### src/rtl/hazard_unit.sv
// Stall/forward controller for the 5-stage MIPS pipeline.
// Tracks producer dest/Tnew through E/M/W and derives stall, forward selects and a stall counter.
module hazard_unit #(
  parameter logic [2:0] NOTUSE = 3'd7,
  parameter int         CNT_W  = 32
) (
  input  logic             clk,
  input  logic             reset,
  input  logic [4:0]       D_rs,
  input  logic [4:0]       D_rt,
  input  logic [2:0]       D_Tuse_rs,
  input  logic [2:0]       D_Tuse_rt,
  input  logic [4:0]       D_wa,
  input  logic [1:0]       D_Tnew,
  output logic             stall,
  output logic [1:0]       D_fwd_rs,
  output logic [1:0]       D_fwd_rt,
  output logic [1:0]       E_fwd_rs,
  output logic [1:0]       E_fwd_rt,
  output logic [CNT_W-1:0] stall_cnt
);

  logic [4:0]       e_rs_reg, e_rt_reg, e_wa_reg;
  logic [1:0]       e_tnew_reg;
  logic [4:0]       m_wa_reg;
  logic [1:0]       m_tnew_reg;
  logic [4:0]       w_wa_reg;
  logic [CNT_W-1:0] stall_cnt_reg;

  // Register $0 is hard-wired, so it never produces a dependency.
  function automatic logic hit(input logic [4:0] x, input logic [4:0] s);
    return (x != 5'd0) && (x == s);
  endfunction

  logic [4:0] d_op   [2];
  logic [2:0] d_tuse [2];
  logic [4:0] e_op   [2];
  logic       hazard [2];
  logic [1:0] d_fwd  [2];
  logic [1:0] e_fwd  [2];

  assign d_op[0]   = D_rs;
  assign d_op[1]   = D_rt;
  assign d_tuse[0] = D_Tuse_rs;
  assign d_tuse[1] = D_Tuse_rt;
  assign e_op[0]   = e_rs_reg;
  assign e_op[1]   = e_rt_reg;

  genvar gi;
  generate
    for (gi = 0; gi < 2; gi++) begin : g_op
      always_comb begin
        hazard[gi] = 1'b0;
        if (d_tuse[gi] != NOTUSE) begin
          hazard[gi] = (hit(d_op[gi], e_wa_reg) && (d_tuse[gi] < {1'b0, e_tnew_reg})) ||
                       (hit(d_op[gi], m_wa_reg) && (d_tuse[gi] < {1'b0, m_tnew_reg}));
        end
      end

      // Youngest matching producer decides; one still computing yields 0 (stall covers it).
      always_comb begin
        d_fwd[gi] = 2'd0;
        if (hit(d_op[gi], e_wa_reg))
          d_fwd[gi] = (e_tnew_reg == 2'd0) ? 2'd3 : 2'd0;
        else if (hit(d_op[gi], m_wa_reg))
          d_fwd[gi] = (m_tnew_reg == 2'd0) ? 2'd2 : 2'd0;
        else if (hit(d_op[gi], w_wa_reg))
          d_fwd[gi] = 2'd1;
      end

      always_comb begin
        e_fwd[gi] = 2'd0;
        if (hit(e_op[gi], m_wa_reg) && (m_tnew_reg == 2'd0))
          e_fwd[gi] = 2'd2;
        else if (hit(e_op[gi], w_wa_reg))
          e_fwd[gi] = 2'd1;
      end
    end
  endgenerate

  assign stall     = hazard[0] | hazard[1];
  assign D_fwd_rs  = d_fwd[0];
  assign D_fwd_rt  = d_fwd[1];
  assign E_fwd_rs  = e_fwd[0];
  assign E_fwd_rt  = e_fwd[1];
  assign stall_cnt = stall_cnt_reg;

  always_ff @(posedge clk) begin
    if (!reset) begin
      e_rs_reg      <= 5'd0;
      e_rt_reg      <= 5'd0;
      e_wa_reg      <= 5'd0;
      e_tnew_reg    <= 2'd0;
      m_wa_reg      <= 5'd0;
      m_tnew_reg    <= 2'd0;
      w_wa_reg      <= 5'd0;
      stall_cnt_reg <= '0;
    end else begin
      if (stall) begin
        e_rs_reg   <= 5'd0;
        e_rt_reg   <= 5'd0;
        e_wa_reg   <= 5'd0;
        e_tnew_reg <= 2'd0;
      end else begin
        e_rs_reg   <= D_rs;
        e_rt_reg   <= D_rt;
        e_wa_reg   <= D_wa;
        e_tnew_reg <= D_Tnew;
      end
      m_wa_reg   <= e_wa_reg;
      m_tnew_reg <= (e_tnew_reg == 2'd0) ? 2'd0 : e_tnew_reg - 2'd1;
      w_wa_reg   <= m_wa_reg;
      if (stall && (stall_cnt_reg != '1))
        stall_cnt_reg <= stall_cnt_reg + CNT_W'(1);
    end
  end

endmodule

### config.mk
export PLATFORM = sky130hd
export DESIGN_NAME = hazard_unit
export DESIGN_NICKNAME = d
export VERILOG_FILES = /design/src/rtl/hazard_unit.sv
export SDC_FILE = /design/constraint.sdc
export NUM_CORES = 1
export LEC_CHECK = 0
export BUFFER_PORTS_ARGS = -buffer_cell sky130_fd_sc_hd__buf_2
export CAP_MARGIN = 10
export CORE_MARGIN = 2
export CORE_UTILIZATION = 50
export DETAILED_ROUTE_END_ITERATION = 12
export PLACE_DENSITY_LB_ADDON = 0.12
export SKIP_LAST_GASP = 1
export SYNTH_ARGS = -nofsm -noshare
export SYNTH_HDL_FRONTEND = slang
export SYNTH_SLANG_ARGS = --single-unit
export TNS_END_PERCENT = 1
### constraint.sdc
create_clock -name clk -period 3.3 [get_ports clk]
set_input_delay 0.66 -clock clk [delete_from_list [all_inputs] [get_ports clk]]
set_output_delay 0.66 -clock clk [all_outputs]
set_load 0.05 [all_outputs]
==> impl_metrics.toml, run 1 <==
[clock_network]
numCtsBuffers = 9
cts.sinks = 61
clk_pin_slew_ns = 0.06
cts_setup_buffers = 0
cts_tree = "done"
clock_latency_ns = 0.34
cts-root-buf = "clkbuf_8"
cts_hold_buf = 0
htree_levels = 3
clockBufferDepth = 2
cts_resized = 0

[global_route]
grt_use_total_pct = 22.4
use_met1_pct = 27.1
grt_pass1_wl_um = 13200
grt_pass1_vias = 2811
grt_max_degree = 71
busiest_layer = "met2"
met3_usage_pct = 4.95
grt_antenna_before_repair = 0
grt_overflow = 0
grt.met2_usage_pct = 38.5

[timing]
drv_slew = 0
finalHoldViolCount = 0
max_slew_margin_pct = 60.1
setup_tns_ns = 0
timing.final.crit_share_pct = 92.6
rsz0062_at_grt = "false"
setup_ws_ns = 0.246
setup_violations = 0
fin_worst_hold_slack_ns = 0.411
fmax_mhz = 327
clock_skew_ns = 0.00608
tightest_slew_ns = 0.598
min_period_ns = 3.05

[synth]
yosysUniqueCellTypes = 46
synth_ff_type = "dfxtp_1"
ys_seq_elements = 61
yosys_warnings = 0
synth_edf_count = 0
synth.avg_cell_area_um2 = 8.59
synthTopCellsByArea = "dfxtp_1 36%, xnor2_1 9.8%, and3_1 3.9%"
syn_inst = 395
netlist_area_um2 = 3390
async_flop_share_pct = 0
yosysMostFrequentCell = "dfxtp_1"
synth_top_area_cell = "dfxtp_1"
synth.top_cell.area_share_pct = 36.0
yosysSeqAreaShare_pct = 36.0
synth_fp_nets = 426
yosys-top-cells-count = "61 x dfxtp_1, 38 x xnor2_1, 26 x nand2_1"

[setup_path]
endpoint_kind = "primary output"
critPathLaunchType = "input pin"
reg2reg_depth = 6
crit_type = "input pin to primary output"
r2r-start = "stall_cnt[1]"
critPathMaxFanout = 5
r2r_slack_ns = 0.52
required_ns = 2.64
crit_arrival_ns = 2.39
r2r-end = "stall_cnt[26]"

[floorplan]
die_h_um = 86.4
die_w_um = 86.4
rows = 30
dieArea_um2 = 7460
start_util_pct = 50.8
coreArea_um2 = 6680
io_pins = 66

[placed_design]
port_buffers = 65
place_ws_ns = 0.216
dpl_cell_area_um2 = 3750
dp_hpwl_um = 5680
gp_congestion = 0.890

[detailed_routing]
drc = 0
firstDrtPassIters = 4
postRouteAntennaNets = 0
wire_per_inst_um = 15.3
vias = 3070
vias_per_cell = 5.74
drt_iter0_markers = 139
finalWirelength_um = 8190

[finish]
largest_reg_flops = 32
finish.instance_area_um2 = 4010
drive_gt1_share_pct = 21.1
antenna_cells = 0
area_growth_pct = 18.1
nNetsFinal = 481

[power]
irDropWorstVdd_uv = 193
p_leak_nw = 1.57
cellPowerDensity_nw_per_um2 = 456
power.total_mw = 1.83

[hold_path]
min_to = "m_tnew_reg[0]"
hold_depth = 1
min_path_type = "flip-flop to flip-flop"
holdCritStartpoint = "e_tnew_reg[0]"

[run]
cap_violations = 0

[status]
status = "finished, final reports clean"
-- final cells by class --
class | instances | area (um2)
Sequential cell | 61 | 1220
Tap cell | 80 | 100
Timing Repair Buffer | 71 | 370
Clock inverter | 3 | 90.1
Inverter | 7 | 26.3
Clock buffer | 13 | 169
Multi-Input combinational cell | 300 | 2030
Fill cell | 625 | 2670
-- where the power goes --
group          total, mW  switching [mW]  internal, mW
Combinational      0.192           0.111        0.0809
Clock              0.856           0.291         0.564
Sequential         0.780          0.0253         0.755
Total               1.83           0.428          1.40
-- critical path: stages --
cell       delay (ns)
buf_2            0.14
or4_1            0.59
o211ai_2         0.23
nor3_1           0.11
a2111oi_4        0.34
inv_1            0.11
buf_2            0.22
-- through the flow --
stage               instances  util [%]
floorplan                 395         -
global placement          519      56.1
detailed placement        519      56.1
CTS                       535      60.0
global route              535      60.0
finish                    535      60.0
-- cell families after synthesis --
group | synth area share (%)
fa+ha+maj | 2.21
xor+xnor | 12.1
flops | 36.0
compound gates | 11.8
simple gates | 30.5
mux | 2.95
buf+inv | 4.35
-- routing by layer --
layer / wire length, um / part of all wire [%]
met1: 3560 / 44
met2: 4060 / 50
met3: 462 / 5.6
met4: 105 / 1.3
met5: 0 / 0
-- worst max-delay path by stage --
| stage | startpoint | end | slack [ns] | cells after the start |
|---|---|---|---|---|
| 2_1_floorplan | D_rs[1] | D_fwd_rs[1] | -0.50 | 4 |
| 3_3_place_gp | D_rs[1] | D_fwd_rs[1] | 0.25 | 6 |
| 5_1_grt | D_rt[1] | stall | 0.11 | 7 |
| 6_report | D_rt[1] | stall | 0.25 | 7 |
| 4_1_cts | D_rt[1] | stall | 0.25 | 7 |
| 3_5_place_dp | D_rt[1] | stall_cnt[24] | 0.22 | 8 |
-- layout by cell type (no fill, tap or decap), drive strengths merged, types with 3 or more instances in the layout --
cell type	count
inv	7
mux2i	10
xnor2	38
ha	6
xor2	9
nor3b	3
dfxtp	61
o211ai	6
and3	22
buf	71
o21ai	18
nand4	15
nand2b	12
nor2	11
bufinv	3
or4	13
nor3	9
nand3	20
or3	12
o31ai	7
nor4	7
nor4b	5
o41ai	3
a21oi	20
and2	12
clkbuf	13
nand2	26
No activity file was read; power rests on OpenSTA's default activity.
==> run 2, diff against run 1 <==
- ABC_AREA: unset -> 1
- CORE_UTILIZATION: 50 -> 57
- clock period: 3.3 -> 3.7 ns (I/O delays scaled with it)
==> run 2 against run 1 <==
Against the previous run: critical path depth is 2 higher; register-to-register slack gained 1.0 ns; sequential power fell by 10%; clock skew grew 0.0025 ns; cell count increased by 37%; critical path type unchanged.
==> impl_metrics.toml, run 2 <==
[timing]
tightest_slew_ns = 0.511
setup_violations = 0
setup_tns_ns = 0
rsz0062_at_grt = "false"
min_period_ns = 2.73
timing.final.crit_share_pct = 73.8
clock_skew_ns = 0.00855
finalHoldViolCount = 0
fmax_mhz = 366
max_slew_margin_pct = 65.9
drv_slew = 0

[finish]
drive_gt1_share_pct = 18.3
finish.instance_area_um2 = 4360
nNetsFinal = 678
fillers = 647
layout_common_cells = "133 x nand2_1, 100 x nor2_1, 84 x inv_1"
largest_reg_flops = 32
post-route-util_pct = 65.3
regArea_um2 = 1220
antenna_cells = 0
multiInputGateArea_um2 = 2200
final_common_cell = "nand2_1"
area_growth_pct = 12.7

[detailed_routing]
vias_per_cell = 5.03
vias = 3675
finalWirelength_um = 8860
postRouteAntennaNets = 0
drc = 0
drt_iter0_markers = 192
firstDrtPassIters = 5
wire_per_inst_um = 12.1

[setup_path]
required_ns = 2.96
worstSetupStartpoint = "D_rt[0]"
reg2reg_depth = 10
endpoint_kind = "primary output"
crit_type = "input pin to primary output"
r2r_slack_ns = 1.56
endpoint = "D_fwd_rt[1]"
critPathMaxFanout = 5
r2r-end = "stall_cnt[9]"
crit_arrival_ns = 1.99
critPathLaunchType = "input pin"
r2r-start = "stall_cnt[0]"

[power]
p_leak_nw = 2.24
irDropWorstVdd_uv = 227
cellPowerDensity_nw_per_um2 = 326

[placed_design]
port_buffers = 65
gp_congestion = 0.878
dpl_cell_area_um2 = 4200
dp_hpwl_um = 6540

[global_route]
grt_pass1_vias = 3347
grt_use_total_pct = 25.5
grt_max_degree = 51
grt_overflow = 0
grt_antenna_before_repair = 0
grt_pass1_wl_um = 15200

[synth]
synth.avg_cell_area_um2 = 6.59
async_flop_share_pct = 0
netlist_area_um2 = 3870
ys_seq_elements = 61
synth_fp_nets = 618
synthTopCellsByArea = "dfxtp_1 32%, nand2_1 13%, nor2_1 9.7%"
synth_ff_type = "dfxtp_1"
synth_top_area_cell = "dfxtp_1"
syn_inst = 587
synth.top_cell.area_share_pct = 31.6
synth_edf_count = 0
yosys-top-cells-count = "133 x nand2_1, 100 x nor2_1, 84 x inv_1"
yosysUniqueCellTypes = 38
yosys_warnings = 0
yosysMostFrequentCell = "nand2_1"
yosysSeqAreaShare_pct = 31.6

[hold_path]
min_path_type = "flip-flop to flip-flop"

[clock_network]
cts_tree = "done"
cts-root-buf = "clkbuf_8"
numCtsBuffers = 9
htree_levels = 3
cts_resized = 0
cts_setup_buffers = 0
clockBufferDepth = 2
cts_hold_buf = 0
clk_pin_slew_ns = 0.07
clock_latency_ns = 0.34
cts.sinks = 61

[floorplan]
coreArea_um2 = 6680
rows = 30
die_w_um = 86.4
io_pins = 66
dieArea_um2 = 7460
die_h_um = 86.4
start_util_pct = 57.9

[run]
cap_violations = 0

[status]
status = "finished, final reports clean"
==> run 2: changes by cell type after synthesis, sizes merged, moves of 13 or more <==
cell,previous run,this run
nand2,26,139
nor2,11,115
inv,7,88
nand3,20,44
and3,22,0
clkbuf,21,3
o21ai,18,5
or4,13,0
xnor2,38,25
==> run 2: cell families after synthesis <==
logic type      count (synthesis)  synth area share [%]
simple gates                  333                  39.5
buf+inv                       106                  11.6
flops                          61                  31.6
xor+xnor                       44                  9.96
compound gates                 37                  5.40
fa+ha+maj                       6                  1.94
==> run 2: worst min path at each step <==
stage,slack (ns),end,depth (start not counted),from
6_report,0.45,m_tnew_reg[0],1,e_tnew_reg[0]
5_1_grt,0.49,m_tnew_reg[0],1,e_tnew_reg[0]
4_1_cts,0.45,m_tnew_reg[0],1,e_tnew_reg[0]
3_5_place_dp,0.44,m_tnew_reg[0],1,e_tnew_reg[0]
3_3_place_gp,0.44,m_tnew_reg[0],1,e_tnew_reg[0]
2_1_floorplan,0.40,m_tnew_reg[0],1,e_tnew_reg[0]
==> run 2: layer usage <==
layer	vias to the layer above	GRT usage (%)	part of all wire, %
li1	1949	-	-
met1	1625	34.3	48
met2	95	41.0	47
met3	6	6.48	4.4
met4	0	6.11	0.74
met5	-	0	0
==> run 2: worst max-delay path, stage by stage <==
cell and delay (ns):
buf_2 0.14, nor2_1 0.12, nand2_1 0.08, nor2_1 0.15, nor2_1 0.08, nand2_1 0.09
inv_1 0.05, o31ai_1 0.22, buf_2 0.31
==> run 2: layout make-up <==
cell class              instances  area share [%]
inverters                      88            7.57
multi-input cells             420            50.5
clock inverters                 4           0.574
repair buffers                 67            7.80
clock buffers                  11            3.24
flip-flops and latches         61            28.0
well taps                      80            2.29
==> run 2: per-stage QoR <==
step / setup WS [ns] / power (mW) / instances / hold slack [ns]
3_5_place_dp: 0.963 / 0.920 / 716 / 0.443
5_1_grt: 0.833 / 1.49 / 731 / 0.491
2_1_floorplan: 0.447 / 0.868 / 587 / 0.397
3_3_place_gp: 0.991 / 0.914 / 716 / 0.438
6_report: 0.970 / 1.42 / 731 / 0.448
4_1_cts: 0.961 / 1.44 / 731 / 0.454
==> run 2: power by group <==
part           leakage (nW)  internal, mW  switching, mW
Combinational          1.66        0.0742          0.129
Clock                0.0812         0.255          0.263
Sequential            0.498         0.676         0.0257
Total                  2.24          1.01          0.418
